## src/rtl/decode_regfile_stage.sv

```systemverilog
// ============================================================================
// Module   : decode_regfile_stage
// Purpose  : Decode stage. It holds the register file, decodes the
//            instruction fields and registers the operands and controls.
//            It sits between the fetch stage and the execute stage.
// Option   : DECODE_BYPASS_EN. When defined, a same-cycle writeback is
//            forwarded into ReadData_1/ReadData_2.
// Revision : 1.0  initial release
// ============================================================================
`default_nettype none

module decode_regfile_stage #(
  parameter int REG_COUNT = 32
) (
  input  logic        Clk,
  input  logic        Reset,
  input  logic [31:0] Instr,
  input  logic        Stall,
  input  logic        WriteEnable,
  input  logic [4:0]  WriteAddr,
  input  logic [31:0] WriteData,
  output logic [31:0] ReadData_1,
  output logic [31:0] ReadData_2,
  output logic [31:0] Imm,
  output logic        DataSrc,
  output logic [2:0]  ALUOp,
  output logic [4:0]  WriteSelect_S2
);

  localparam logic [5:0] c_OP_RTYPE = 6'b000000;

  logic [31:0] r_regs [REG_COUNT];

  logic [5:0]  w_opcode;
  logic [4:0]  w_rs;
  logic [4:0]  w_rt;
  logic [4:0]  w_rd;
  logic [31:0] w_rs_data;
  logic [31:0] w_rt_data;
  logic [31:0] w_imm;
  logic [2:0]  w_alu_op;
  logic        w_data_src;
  logic [4:0]  w_dest;
  logic        w_write_ok;

  assign w_opcode = Instr[31:26];
  assign w_rs     = Instr[25:21];
  assign w_rt     = Instr[20:16];
  assign w_rd     = Instr[15:11];
  assign w_imm    = {{16{Instr[15]}}, Instr[15:0]};

  // Register 0 and any address beyond REG_COUNT are never written.
  assign w_write_ok = WriteEnable && (WriteAddr != 5'd0) &&
                      (int'(WriteAddr) < REG_COUNT);

  always_ff @(posedge Clk) begin
    if (Reset) begin
      for (int i = 0; i < REG_COUNT; i++) begin
        r_regs[i] <= '0;
      end
    end else if (w_write_ok) begin
      r_regs[WriteAddr] <= WriteData;
    end
  end

  always_comb begin
    w_rs_data = '0;
    if ((w_rs != 5'd0) && (int'(w_rs) < REG_COUNT)) begin
      w_rs_data = r_regs[w_rs];
`ifdef DECODE_BYPASS_EN
      if (WriteEnable && (WriteAddr == w_rs)) w_rs_data = WriteData;
`endif
    end
  end

  always_comb begin
    w_rt_data = '0;
    if ((w_rt != 5'd0) && (int'(w_rt) < REG_COUNT)) begin
      w_rt_data = r_regs[w_rt];
`ifdef DECODE_BYPASS_EN
      if (WriteEnable && (WriteAddr == w_rt)) w_rt_data = WriteData;
`endif
    end
  end

  // Unrecognised opcodes become NOPs. They have no writeback and ALU op 0.
  always_comb begin
    w_alu_op   = 3'd0;
    w_data_src = 1'b0;
    w_dest     = 5'd0;
    if (w_opcode == c_OP_RTYPE) begin
      w_alu_op = Instr[2:0];
      w_dest   = w_rd;
    end else if (w_opcode[5:3] == 3'b001) begin
      w_alu_op   = w_opcode[2:0];
      w_data_src = 1'b1;
      w_dest     = w_rt;
    end
  end

  always_ff @(posedge Clk) begin
    if (Reset) begin
      ReadData_1     <= '0;
      ReadData_2     <= '0;
      Imm            <= '0;
      DataSrc        <= 1'b0;
      ALUOp          <= 3'd0;
      WriteSelect_S2 <= 5'd0;
    end else if (!Stall) begin
      ReadData_1     <= w_rs_data;
      ReadData_2     <= w_rt_data;
      Imm            <= w_imm;
      DataSrc        <= w_data_src;
      ALUOp          <= w_alu_op;
      WriteSelect_S2 <= w_dest;
    end
  end

endmodule

`default_nettype wire
```

## config.mk

```make
export PLATFORM = sky130hd
export DESIGN_NAME = decode_regfile_stage
export DESIGN_NICKNAME = d
export VERILOG_FILES = /design/src/rtl/decode_regfile_stage.sv
export SDC_FILE = /design/constraint.sdc
export NUM_CORES = 2
export LEC_CHECK = 0
export CORE_MARGIN = 4
export CORE_UTILIZATION = 50
export DETAILED_ROUTE_END_ITERATION = 10
export DONT_BUFFER_PORTS = 1
export GPL_TIMING_DRIVEN = 0
export HOLD_SLACK_MARGIN = 0.03
export MAX_ROUTING_LAYER = met4
export PLACE_DENSITY = 0.72
export SETUP_SLACK_MARGIN = 0.4
export SYNTH_ARGS = -nofsm -noshare
export SYNTH_HDL_FRONTEND = slang
export SYNTH_SLANG_ARGS = --single-unit
```

## constraint.sdc

```tcl
create_clock -name Clk -period 3.7 [get_ports Clk]
set_clock_uncertainty 0.1 [all_clocks]
set_input_delay 0.925 -clock Clk [delete_from_list [all_inputs] [get_ports Clk]]
set_output_delay 0.925 -clock Clk [all_outputs]
set_load 0.005 [all_outputs]
```

==> metrics.md <==
| Metric | Value |
|---|---|
| Failing checks | `capacitance limit, slew limit` |
| Initial antenna violation count | `14` |
| Warnings, synthesis | `0` |
| Final net count | `approximately 4300` |
| F_max | `284 MHz` |
| Core Util, Final | `between 50 and 60%` |
| Final worst-path cycle share | `95.1%` |
| EDFF count, synth | `1024` |
| Die W | `348 um` |
| Vias in the first global route | `40082` |
| Area leader, netlist | `edfxtp_1` |
| Total gr overflow | `0` |
| Clock Root Buffer | `clkbuf_16` |
| Deepest clock path buffer count | `3` |
| Comb power frac | `about an eighth` |
| Synth Flop Type | `edfxtp_1` |
| IO Port Bufs | `0` |
| Worst Hold Path EP | `Imm[1]` |
| Worst Path Required | `roughly 4200 ps` |
| Sw Pwr | `8.18 mW` |
| Top-area cell type share of the netlist area | `53.1%` |
| Yosys reg bits | `1113` |
| Finished Layout Cells | `5866` |
| Die span in y | `348 um` |
| Via count | `41876` |
| Max_cap viols | `3` |
| Gr usage total | `approximately two fifths` |
| CP max stage cell | `nor4b_4` |
| Worst-path cell chain | `clkbuf_1, nor4b_4, nor2b_1, clkbuf_1, clkbuf_1, a21oi_1, o311ai_1` |
| Top-level I/O count | `178` |
| Synth area leaders | `edfxtp_1, mux4_2, and2_1, mux2i_1, dfxtp_1` |
| Hold depth | `2` |
| Min-delay src | `Instr[1]` |
| 1st-pass router iterations | `6` |
| Seq/Total Area, Yosys | `approximately 56%` |
| Critical Path Max Stage Delay | `880 ps` |
| Worst Path Arrival | `4000 ps` |
| RSZ-0062 raised after global routing | `yes` |
| P_int | `around 23 mW` |
| DRC viols | `0` |
| Setup crit start kind | `input pin` |
| Core Rows | `124` |
| Placeable Area | `between 100000 and 150000 um^2` |
| Die area | `121000 um^2` |
| Synth top cells by count | `edfxtp_1, and2_1, mux2i_1` |
| Critical Path Most Common Cell | `clkbuf_1` |
| Clock period minus worst slack | `3520 ps` |
| RR Startpoint | `r_regs[26][28]` |
| Largest net degree at the start of global routing | `33` |
| Vias per cell | `between 7 and 8` |
| Synth Area per Inst | `14.2 um^2` |
| CP Capture Type | `flip-flop` |
| DR iter-0 viols | `7800` |
| Max VDD drop | `483 uV` |
| Clk pwr share | `40.2%` |
| Ratio of cells with drive above 1 in the final layout | `19.9%` |
| DP HPWL | `167000 um` |
| CTS buffer count | `116` |
| Final hold violation count | `0` |
| Worst R2R Path Depth | `4` |
| Routed len/inst | `40.9 um` |
| Routed Antenna Nets | `0` |
| H-tree Lvls | `3` |
| Least-Margin Pin Slew | `1540 ps` |
| Setup violators final | `0` |
| Hold Crit Class | `input pin to flip-flop` |
| Worst-Skew Late Latency | `approximately 740 ps` |
| Fraction of registers with async set or reset after synthesis | `0%` |
| Net switching fraction of the power | `26.3%` |
| Initial Util | `50.5%` |
| Setup TNS | `0 ps` |
| First-pass GRT wire length | `319000 um` |
| Synth cell types | `47` |
| Pwr dens | `483 nW/um^2` |
| P_leak | `22.7 nW` |
| Inst Count DP | `5614` |
| Top-count cell post-synth | `edfxtp_1` |
| Status | `complete, but fails checks` |
| Clock Pin Slew Worst Setup and Hold Paths | `about 60 ps` |
| Worst R2R End | `ReadData_1[28]` |
| Sequential share of power | `48.0%` |
| Max_slew headroom | `-2.38%` |
| Setup Crit Path Kind | `input pin to flip-flop` |
| CTS tree | `built` |
| Routed WL | `240000 um` |
| Clock sinks | `1113` |
| Critical path peak fanout | `10` |
| Synthesized area | `58000 um^2` |
| Slew Viols, Final | `21` |
| R2r setup slk | `1190 ps` |
| RePlAce Congestion | `1.06` |
| Gate Count Post-Synth | `4069` |
| Critical path origin | `Stall` |
| Layout overhead on the synthesized area | `11.1%` |
==> through the flow <==
step | setup WS [ps] | total power, mW | hold slack (ps) | cell area (um^2)
6_report | 182 | 31.1 | 239 | 64400
5_1_grt | 344 | 31.5 | 257 | 64400
4_1_cts | 164 | 30.7 | 236 | 64100
3_5_place_dp | -870 | 18.6 | 429 | 60000
3_3_place_gp | -1300 | 18.5 | 418 | 60000
2_1_floorplan | 914 | 17.0 | 385 | 58100
==> registers in the layout (all words and copies together), names as in the netlist <==
name,flops
ALUOp,3
DataSrc,1
Imm,16
ReadData_1,32
ReadData_2,32
WriteSelect_S2,5
r_regs,1024
==> power by group through the flow <==
stage / Combinational (mW) / Clock [mW] / Sequential [mW]
global route: 3.66 / 12.9 / 15.0
CTS: 3.47 / 12.3 / 14.9
global placement: 3.40 / 0 / 15.1
floorplan: 2.06 / 0 / 14.9
detailed placement: 3.43 / 0 / 15.2
finish: 3.67 / 12.5 / 14.9
==> cell type report <==
cell class / count / area [um^2]
Fill cell: 9047 / 50300
Sequential cell: 1113 / 32500
Multi-Input combinational cell: 2557 / 23800
Clock buffer: 144 / 3140
Buffer: 441 / 2030
Tap cell: 1512 / 1890
Clock inverter: 74 / 827
Timing Repair Buffer: 6 / 77.6
Antenna cell: 18 / 45.0
Inverter: 1 / 3.75
==> logic make-up (layout without fill, tap and decap cells) <==
group / after synthesis / after routing / synth area share [%]
DFF: 1113 / 1113 / 56.1
other: 1 / 50 / 0.00647
muxes: 796 / 796 / 21.5
and+or+nand+nor: 1310 / 1322 / 13.6
buffers and inverters: 442 / 666 / 3.38
AOI/OAI and AO/OA: 407 / 407 / 5.39
==> worst max-delay path, delay by kind of cell <==
| kind | cells | cell delay (ps) |
|---|---|---|
| buf+inv | 3 | 1350 |
| compound gates | 2 | 590 |
| simple gates | 2 | 1100 |
==> worst max-delay path by stage <==
stage                           endpoint  slack (ps)
after floorplan           ReadData_2[13]         910
after global placement    ReadData_2[22]       -1300
after detailed placement    r_regs[6][5]        -870
after CTS                  r_regs[21][0]         160
after global routing      ReadData_2[14]         340
final                     ReadData_2[11]         180
==> per-layer routing <==
| metal | vias to the layer above | global-route usage, % | share of wire, % |
|---|---|---|---|
| met3 | 1017 | 14.8 | 16 |
| met2 | 4063 | 55.5 | 42 |
| met4 | 0 | 28.2 | 9.4 |
| met5 | - | - | 0 |
| met1 | 20952 | 47.1 | 33 |
| li1 | 15844 | - | - |
==> cell usage in the layout, fill, tap and decap left out, types with 33 or more instances in the layout <==
cell,synthesis,routed
edfxtp_1,1024,1024
and2_1,1012,1012
mux2i_1,386,386
mux4_2,352,352
clkbuf_1,314,293
clkbuf_16,0,119
nor2_1,119,101
dfxtp_1,89,89
a22oi_1,68,68
buf_2,64,62
mux2_2,58,58
o211ai_1,58,58
buf_4,42,50
a211oi_1,46,46
a21oi_1,43,43
or2_2,63,41
o22ai_1,38,38
clkbuf_2,0,37
nand2_1,36,36
nand3b_1,36,36
a221oi_1,37,36
or2_4,0,34
a2111oi_0,33,33
==> what timing repair did <==
item,4_1_cts,5_1_grt
hold buffers,0,0
setup endpoints to repair,880,1118
pin swaps,1,5
gates resized for setup,59,79
buffers inserted,0,4
gates cloned,4,8
Power figures use the tool's default switching activity.
